**src/rtl/alu_arb_pkg.sv**
```systemverilog
// Shared definitions for the two-requester ALU arbiter: FSM states,
// command width and the command field encodings of the external ALU.
package alu_arb_pkg;

   localparam int CMDW = 4;

   // Command layout is {invertA, invertB, operation[1:0]}
   localparam int CMD_INV_A = 3;
   localparam int CMD_INV_B = 2;

   localparam logic [1:0] OP_AND = 2'b00;
   localparam logic [1:0] OP_OR  = 2'b01;
   localparam logic [1:0] OP_ADD = 2'b10;
   localparam logic [1:0] OP_SLT = 2'b11;

   // Full commands; subtraction is an add with B inverted (carry-in from invertB)
   localparam logic [CMDW-1:0] CMD_AND = {1'b0, 1'b0, OP_AND};
   localparam logic [CMDW-1:0] CMD_OR  = {1'b0, 1'b0, OP_OR};
   localparam logic [CMDW-1:0] CMD_ADD = {1'b0, 1'b0, OP_ADD};
   localparam logic [CMDW-1:0] CMD_SUB = {1'b0, 1'b1, OP_ADD};
   localparam logic [CMDW-1:0] CMD_SLT = {1'b0, 1'b1, OP_SLT};

   typedef enum logic [1:0] {
      ST_IDLE = 2'd0,
      ST_EXEC = 2'd1,
      ST_RESP = 2'd2
   } state_t;

endpackage

```
**src/rtl/alu_arb_rr_arb2.sv**
```systemverilog
// Two-way round-robin grant: one-hot grant from two request bits and a
// priority pointer. Purely combinational; the pointer lives in the caller.
module rr_arb2 (
   input  logic [1:0] req_i,
   input  logic       ptr_i,
   output logic [1:0] gnt_o
);

   // A lone requester always wins; on contention the pointer decides
   always_comb begin
      gnt_o = 2'b00;
      case (req_i)
         2'b01:   gnt_o = 2'b01;
         2'b10:   gnt_o = 2'b10;
         2'b11:   gnt_o = ptr_i ? 2'b10 : 2'b01;
         default: gnt_o = 2'b00;
      endcase
   end

endmodule

```
**src/rtl/alu_arb.sv**
```systemverilog
// Shares one external ALU between two requesters. A request is accepted
// in IDLE, its operands are presented to the ALU for one EXEC cycle, and
// the captured result is held in RESP until the owner takes it.
module alu_arb
   import alu_arb_pkg::*;
#(
   parameter int W    = 16,
   parameter int CMDW = 4
) (
   input  logic                    clk_i,
   input  logic                    rst_n,
   input  logic [1:0]              req_valid_i,
   output logic [1:0]              req_ready_o,
   input  logic [1:0][W-1:0]       req_a_i,
   input  logic [1:0][W-1:0]       req_b_i,
   input  logic [1:0][CMDW-1:0]    req_cmd_i,
   output logic [1:0]              rsp_valid_o,
   input  logic [1:0]              rsp_ready_i,
   output logic [W-1:0]            rsp_result_o,
   output logic                    rsp_zero_o,
   output logic                    rsp_ovf_o,
   output logic [W-1:0]            alu_src1_o,
   output logic [W-1:0]            alu_src2_o,
   output logic                    alu_inv_a_o,
   output logic                    alu_inv_b_o,
   output logic [1:0]              alu_op_o,
   input  logic [W-1:0]            alu_result_i,
   input  logic                    alu_zero_i,
   input  logic                    alu_ovf_i
);

   state_t          state_q;
   state_t          state_d;
   logic            ptr_q;
   logic [1:0]      gnt;
   logic            accept;
   logic            owner_q;
   logic [W-1:0]    a_q;
   logic [W-1:0]    b_q;
   logic [CMDW-1:0] cmd_q;
   logic [W-1:0]    result_q;
   logic            zero_q;
   logic            ovf_q;

   rr_arb2 u_rr_arb2 (
      .req_i (req_valid_i),
      .ptr_i (ptr_q),
      .gnt_o (gnt)
   );

   // Next state and handshakes; grants are blocked while reset is held so
   // nothing can be accepted before the first edge with rst_n high
   always_comb begin
      state_d     = state_q;
      req_ready_o = 2'b00;
      rsp_valid_o = 2'b00;
      accept      = 1'b0;
      case (state_q)
         ST_IDLE: begin
            if (rst_n && (req_valid_i != 2'b00)) begin
               req_ready_o = gnt;
               accept      = 1'b1;
               state_d     = ST_EXEC;
            end
         end
         ST_EXEC: begin
            state_d = ST_RESP;
         end
         ST_RESP: begin
            rsp_valid_o[owner_q] = 1'b1;
            if (rsp_ready_i[owner_q]) begin
               state_d = ST_IDLE;
            end
         end
         default: begin
            state_d = ST_IDLE;
         end
      endcase
   end

   // State register
   always_ff @(posedge clk_i or negedge rst_n) begin
      if (!rst_n) begin
         state_q <= ST_IDLE;
      end else begin
         state_q <= state_d;
      end
   end

   // Latch the granted request and move the priority pointer past the winner
   always_ff @(posedge clk_i or negedge rst_n) begin
      if (!rst_n) begin
         ptr_q   <= 1'b0;
         owner_q <= 1'b0;
         a_q     <= '0;
         b_q     <= '0;
         cmd_q   <= '0;
      end else if (accept) begin
         ptr_q   <= ~gnt[1];
         owner_q <= gnt[1];
         a_q     <= req_a_i[gnt[1]];
         b_q     <= req_b_i[gnt[1]];
         cmd_q   <= req_cmd_i[gnt[1]];
      end
   end

   // Capture the ALU outputs on the edge leaving EXEC; held through RESP
   always_ff @(posedge clk_i or negedge rst_n) begin
      if (!rst_n) begin
         result_q <= '0;
         zero_q   <= 1'b0;
         ovf_q    <= 1'b0;
      end else if (state_q == ST_EXEC) begin
         result_q <= alu_result_i;
         zero_q   <= alu_zero_i;
         ovf_q    <= alu_ovf_i;
      end
   end

   assign rsp_result_o = result_q;
   assign rsp_zero_o   = zero_q;
   assign rsp_ovf_o    = ovf_q;

   assign alu_src1_o   = a_q;
   assign alu_src2_o   = b_q;
   assign alu_inv_a_o  = cmd_q[CMD_INV_A];
   assign alu_inv_b_o  = cmd_q[CMD_INV_B];
   assign alu_op_o     = cmd_q[1:0];

endmodule

```
**config.mk**
```make
export PLATFORM = sky130hd
export DESIGN_NAME = alu_arb
export DESIGN_NICKNAME = d
export VERILOG_FILES = /design/src/rtl/alu_arb_pkg.sv /design/src/rtl/alu_arb_rr_arb2.sv /design/src/rtl/alu_arb.sv
export SDC_FILE = /design/constraint.sdc
export NUM_CORES = 1
export LEC_CHECK = 0
export CELL_PAD_IN_SITES_DETAIL_PLACEMENT = 1
export CELL_PAD_IN_SITES_GLOBAL_PLACEMENT = 1
export CORE_MARGIN = 4
export CORE_UTILIZATION = 29
export DETAILED_ROUTE_END_ITERATION = 6
export PLACE_DENSITY = 0.78
export SYNTH_ARGS = -nofsm -noshare
export SYNTH_HDL_FRONTEND = slang
export SYNTH_SLANG_ARGS = --single-unit
```
**constraint.sdc**
```tcl
create_clock -name clk_i -period 2.2 [get_ports clk_i]
set_input_delay 0.66 -clock clk_i [delete_from_list [all_inputs] [get_ports clk_i]]
set_output_delay 0.66 -clock clk_i [all_outputs]
set_load 0.005 [all_outputs]
```
==> run summary, run 1 <==
Num ports: 154
CTS Buf Count: 9
Top Metal Used: met4
Die width: 105.3 um
Die area: 0.01110 mm^2
Worst-path clk slew: 0.07 ns
Syn-to-layout area delta: 67.94%
Max-capacitance violation count: 0
Hold crit path type: in -> async
RSZ-0062 raised after global routing: true
Finished Cell Area: 0.004614 mm^2
Sequential share of the synthesized area: 0.5282
Vias per Instance: 4.775
Top cells by area, synth: dfrtp_1 (53%), a221o_1 (13%), nor3_2 (11%)
Root Driver: clkbuf_8
Most frequent cells in the layout: clkdlybuf4s50_1 (146), dfrtp_1 (58), nand2_1 (37), a221o_1 (36), nor3_2 (29)
GRT overflow: 0
Sw frac: 0.3026
Worst Path Arrival: 1.53 ns
Skew-Pair Late Insertion Delay: 0.33 ns
Worst Max-Slew Pin Slew: 0.5724 ns
Leak: 1.886 nW
HPWL after DPL: 6779 um
Share of cells above drive strength 1: 0.2228
Chip Height: 105.3 um
Multi-input gate area: 0.001152 mm^2
Synth cell types: 22
DRC viols: 0
Fillers: 999
Mean Syn Cell Area: 12.27 um^2
Top-area cell type share of the netlist area: 0.5282
Hold Buf Count CTS: 0
Status: finished clean
Reg2Reg Launch Point: state_q[1]$_DFFE_PN0P_
Highest clock rate: 456.1 MHz
R2R Path End: alu_src2_o[5]$_DFFE_PN0P_
Flop pwr share: 0.356
Worst path required time: 1.54 ns
Max-slew headroom: 0.6184
Flops & latches, synth: 58
Pwr/cell area: 1146 mW/mm^2
Switch Pwr: 0.001599 W
DR iter-0 viols: 65
Pins over their slew limit: 0
Number of cell rows: 35
Post-synth design cell area: 0.002748 mm^2
Clock sinks: 58
Post-route minimum period: 2.192 ns
H-tree depth: 3
Hold Vio Cnt, Final: 0
Core Area: 0.009240 mm^2
Clk_skew: 0.01094 ns
VDD IR max: 480.0 uV
CTS tree: built
Setup ws final: 0.007569 ns
Largest net degree at the start of global routing: 40
Syn_nets: 320
Synthesized instance count: 224
Drt total wl: 9372 um
Yosys top cell by area: dfrtp_1
Most common cell after layout, fill and taps aside: clkdlybuf4s50_1
Final setup viols: 0
Critical Path Sink Type: output port
Clk buf depth: 2
Vias in the first global route: 2818
Pre-CTS WS: -0.4791 ns
Drt pass-1 iters: 4
Starting Density: 0.2974
Register area: 0.001451 mm^2
Placed cells: 499
Internal power: 0.003687 W
Non-filler cells, final: 515
Met2 WL: 4657 um
All-layer global routing usage: 0.1719
Wl on met1: 3874 um
FF-to-FF path depth: 5
Crit start category: input pin
Initial antenna violation count: 0
Power share of the combinational group: 0.464
Final net count: 478
Routed WL per cell: 18.20 um
Clock network fraction of design power: 0.179
DR WL met3: 680 um
Setup TNS: 0 ns
Total number of vias: 2459
Max FO, Critical Path: 3
IO buf count: 153
RePlAce Congestion: 0.7037
Synthesis Warnings: 0
Critical path class: in -> out
Placed Area: 0.004420 mm^2
First-pass GRT wire length: 15120 um
Worst R2R Setup Slack: 0.49 ns
Final period utilization: 0.9966
Hold WS: 0.3310 ns
DRT antenna net count: 0
Number of inserted diodes: 0
logic make-up (layout without fill, tap and decap cells):
family	after synthesis	after routing	synth area share
multiplexers	19	19	0.07787
AND/OR/NAND/NOR	82	82	0.1935
buffers and inverters	25	187	0.06193
flip-flops	58	58	0.5282
AO/OA/AOI/OAI	40	40	0.1384
state kept, by name, summed over array words and instances (netlist names):
name and count:
state_q 2, ptr_q 1, cmd_q 4, rsp_result_o 16, alu_src1_o 16, rsp_zero_o 1
rsp_ovf_o 1, owner_q 1, alu_src2_o 16
power by group through the flow:
stage                     clock network (W)  logic [W]  registers [W]
after global placement                    0    0.00243        0.00188
after detailed placement                  0    0.00249        0.00189
final                              0.000949    0.00246        0.00188
after floorplan                           0    0.00100        0.00190
after CTS                          0.000989    0.00250        0.00189
after global routing                0.00105    0.00263        0.00195
timing repair:
action / 4_1_cts / 5_1_grt
setup endpoints to repair: 4 / 4
buffers inserted: 0 / 1
hold endpoints to repair: 0 / 0
pin swaps: 0 / 2
resized for setup: 13 / 2
area by class of cell:
type / count / area share
timing repair buffer: 169 / 0.3582
sequential: 58 / 0.3145
multi-input combinational: 141 / 0.2497
tap: 129 / 0.03498
clock buffer: 12 / 0.03145
clock inverter: 3 / 0.008677
inverter: 3 / 0.002440
cell usage after synthesis:
library cell	count
or3b_1	1
nor3_2	29
mux2_2	19
and3_1	1
buf_4	1
or2b_1	1
buf_8	1
nor2b_1	1
buf_6	7
nor2_1	2
a21oi_1	2
nor3_1	7
a221o_1	36
dfrtp_1	58
inv_1	3
nor3b_2	2
nand2_1	37
clkbuf_1	6
buf_2	7
nand2b_1	1
o21ai_1	1
o21ai_0	1
routing by layer:
metal | vias up | global-route usage
li1 | 1142 | -
met1 | 1212 | 0.2022
met2 | 92 | 0.2933
met3 | 13 | 0.06430
met4 | 0 | 0.04686
met5 | - | 0
critical path: stages:
cell	delay [ns]
buf_2	0.11
or3b_4	0.38
nor3b_2	0.22
buf_2	0.16
stage by stage:
stage / utilization / total power [W]
after global placement: 0.4784 / 0.004306
after floorplan: - / 0.002899
after CTS: 0.4983 / 0.005375
after detailed placement: 0.4784 / 0.004383
after global routing: 0.4994 / 0.005638
final: 0.4994 / 0.005286
worst max-delay path by stage:
| stage | startpoint | to | slack [ns] |
|---|---|---|---|
| after floorplan | rst_n | req_ready_o[1] | 0.06 |
| after global placement | rst_n | req_ready_o[1] | -0.49 |
| after detailed placement | req_valid_i[0] | req_ready_o[0] | -0.48 |
| after CTS | state_q[1]$_DFFE_PN0P_ | req_ready_o[1] | 0.02 |
| after global routing | state_q[1]$_DFFE_PN0P_ | req_ready_o[1] | -0.04 |
| final | rst_n | req_ready_o[1] | 0.008 |
Note: power is estimated with default switching activity, not from simulation.
==> run 2: changes to the inputs <==
==> constraint.sdc (replaced) <==
create_clock -name clk_i -period 2.5 [get_ports clk_i]
set_input_delay 0.75 -clock clk_i [delete_from_list [all_inputs] [get_ports clk_i]]
set_output_delay 0.75 -clock clk_i [all_outputs]
set_load 0.005 [all_outputs]
==> run 2 against run 1 <==
- sequential power is 12% lower
- critical path type unchanged
- largest power group unchanged
- via count is 1.4% higher
- non-clock buffer count is 2 lower
- register-to-register slack better by 0.34 ns
- critical path depth stayed put
- utilization is 0.20 points lower
- sequential share of layout area is 0.13 points higher
- wire length is 0.74% lower
- total power is 13% lower
- largest cell class unchanged
- global-route usage is 0.080 points higher
- final cell count is 0.19% lower
==> run summary, run 2 (synthesis gave the netlist of run 1 again) <==
Setup TNS: 0 ns (unchanged)
Power share of the combinational group: 0.462 (-0.002)
CTS Buf Count: 9 (unchanged)
Clock network fraction of design power: 0.180 (about the same)
Vias in the first global route: 2866 (+1.7%)
Critical Path Sink Type: output port
Worst Path Arrival: 1.68 ns (+0.15 ns)
Syn-to-layout area delta: 67.26%
Total number of vias: 2493 (+1.4%)
Pwr/cell area: 1003 mW/mm^2 (-12%)
Largest net degree at the start of global routing: 40 (unchanged)
Clk_skew: 0.01048 ns (-0.0004582 ns)
Most frequent cells in the layout: clkdlybuf4s50_1 (146), dfrtp_1 (58), nand2_1 (37), a221o_1 (36), nor3_2 (29)
Number of cell rows: 35 (unchanged)
Share of cells above drive strength 1: 0.2208 (-0.002019)
Highest clock rate: 412.1 MHz
Core Area: 0.009240 mm^2 (unchanged)
Max-capacitance violation count: 0 (unchanged)
Status: finished clean
Drt total wl: 9303 um (-0.74%)
Clock sinks: 58 (unchanged)
Final setup viols: 0 (unchanged)
RePlAce Congestion: 0.7141 (+1.5%)
All-layer global routing usage: 0.1727 (+0.0008020)
Chip Height: 105.3 um (unchanged)
First-pass GRT wire length: 15120 um (about the same)
Max FO, Critical Path: 3 (unchanged)
Leak: 1.873 nW (-0.65%)
Pins over their slew limit: 0 (unchanged)
Clk buf depth: 2 (unchanged)
Final net count: 476 (-0.42%)
Die width: 105.3 um (unchanged)
Initial antenna violation count: 0 (unchanged)
Number of inserted diodes: 0 (unchanged)
Sw frac: 0.3059 (+0.003310)
DRC viols: 0 (unchanged)
Skew-Pair Late Insertion Delay: 0.33 ns (about the same)
Drt pass-1 iters: 4 (unchanged)
Flop pwr share: 0.358 (+0.002)
Hold Buf Count CTS: 0 (unchanged)
RSZ-0062 raised after global routing: false
Post-CTS setup buffer count: 0 (unchanged)
Worst Max-Slew Pin Slew: 0.5921 ns (+0.01969 ns)
HPWL after DPL: 6693 um (-1.3%)
Starting Density: 0.2974 (unchanged)
Worst-path clk slew: 0.07 ns (about the same)
Crit start category: input pin
Worst path required time: 1.75 ns (+0.21 ns)
Finished Cell Area: 0.004596 mm^2 (-0.41%)
DR iter-0 viols: 76 (+17%)
Hold Vio Cnt, Final: 0 (unchanged)
Pwr Total: 0.004610 W (-13%)
Die area: 0.01110 mm^2 (unchanged)
Switch Pwr: 0.001410 W (-12%)
Final period utilization: 0.9705
Hold crit path type: in -> async
H-tree depth: 3 (unchanged)
CTS tree: built
Vias per Instance: 4.850 (+1.6%)
Placed Area: 0.004400 mm^2 (-0.45%)
Max-slew headroom: 0.6053 (-0.01313)
Internal power: 0.003200 W (-13%)
Routed WL per cell: 18.10 um (-0.54%)
VDD IR max: 386.1 uV (-20%)
Post-route minimum period: 2.426 ns
Critical path class: in -> out
Num ports: 154 (unchanged)
Root Driver: clkbuf_8
DRT antenna net count: 0 (unchanged)
IO buf count: 153 (unchanged)
GRT overflow: 0 (unchanged)
Most common cell after layout, fill and taps aside: clkdlybuf4s50_1
## run 2: changes by cell type in the layout (fill, tap and decap cells not counted), sizes merged
cell / delta
clkinvlp: +2
buf: -2
clkdlybuf4s15: -2
clkbuf: -1
dlygate4sd2: +2
## run 2: power groups by stage
stage | Combinational (W) | Sequential, W | Clock, W
2_1_floorplan | 0.000880 | 0.00167 | 0
6_report | 0.00213 | 0.00165 | 0.000828
5_1_grt | 0.00229 | 0.00172 | 0.000906
3_5_place_dp | 0.00217 | 0.00166 | 0
3_3_place_gp | 0.00212 | 0.00165 | 0
4_1_cts | 0.00217 | 0.00165 | 0.000865
## run 2: final timing paths
path / cells after the start / slack (ns) / to / startpoint
worst min-delay path: 2 / 0.43 / alu_src2_o[7]$_DFFE_PN0P_ / rst_n
worst min register to register: 1 / 0.51 / rsp_result_o[15]$_DFFE_PN0N_ / rsp_result_o[15]$_DFFE_PN0N_
max in group asynchronous: 3 / 1.50 / rsp_result_o[0]$_DFFE_PN0N_ / rst_n
worst max-delay path: 4 / 0.07 / req_ready_o[1] / rst_n
worst max register to register: 5 / 0.83 / alu_src1_o[6]$_DFFE_PN0P_ / state_q[0]$_DFFE_PN0P_
min in group clk_i: 1 / 0.51 / rsp_result_o[15]$_DFFE_PN0N_ / rsp_result_o[15]$_DFFE_PN0N_
## run 2: repair_timing
item                                   CTS  global route
endpoints found under the hold margin    0             0
gates resized for setup                 15             0
setup endpoints to repair                4             0
## run 2: layout make-up
| class | instances | area [um^2] |
|---|---|---|
| fillers | 1005 | 4644 |
| repair buffers | 167 | 1627 |
| flip-flops and latches | 58 | 1451 |
| multi-input cells | 141 | 1159 |
| well taps | 129 | 161.4 |
| clock buffers | 11 | 131.4 |
| clock inverters | 5 | 55.05 |
| inverters | 3 | 11.26 |
## run 2: metal layers
layer | GRT usage | part of all wire
met1 | 0.2004 | 0.40
met3 | 0.05266 | 0.071
met2 | 0.2951 | 0.51
met4 | 0.07123 | 0.020
met5 | 0 | 0
## run 2: metrics by stage
stage,setup WS [ns],util,hold WS (ns),std cells
2_1_floorplan,0.1791,-,0.4544,224
3_3_place_gp,-0.3700,0.4762,0.4882,498
3_5_place_dp,-0.4114,0.4762,0.4938,498
4_1_cts,0.07168,0.4974,0.4155,514
5_1_grt,0.02481,0.4974,0.4417,514
6_report,0.07363,0.4974,0.4340,514
## run 2: worst max-delay path: stages
cell and delay, ns:
buf_2 0.13, or3b_4 0.41, nor3b_4 0.23, buf_2 0.16
==> run 3: changes to the inputs <==
--- a/config.mk
+++ b/config.mk
@@ -5,6 +5,7 @@
 export SDC_FILE = /design/constraint.sdc
 export NUM_CORES = 1
 export LEC_CHECK = 0
+export CAP_MARGIN = 20
 export CELL_PAD_IN_SITES_DETAIL_PLACEMENT = 1
 export CELL_PAD_IN_SITES_GLOBAL_PLACEMENT = 1
 export CORE_MARGIN = 4
==> results of run 3 <==
No change in the layout: final DEF, timing and power equal those of run 2.
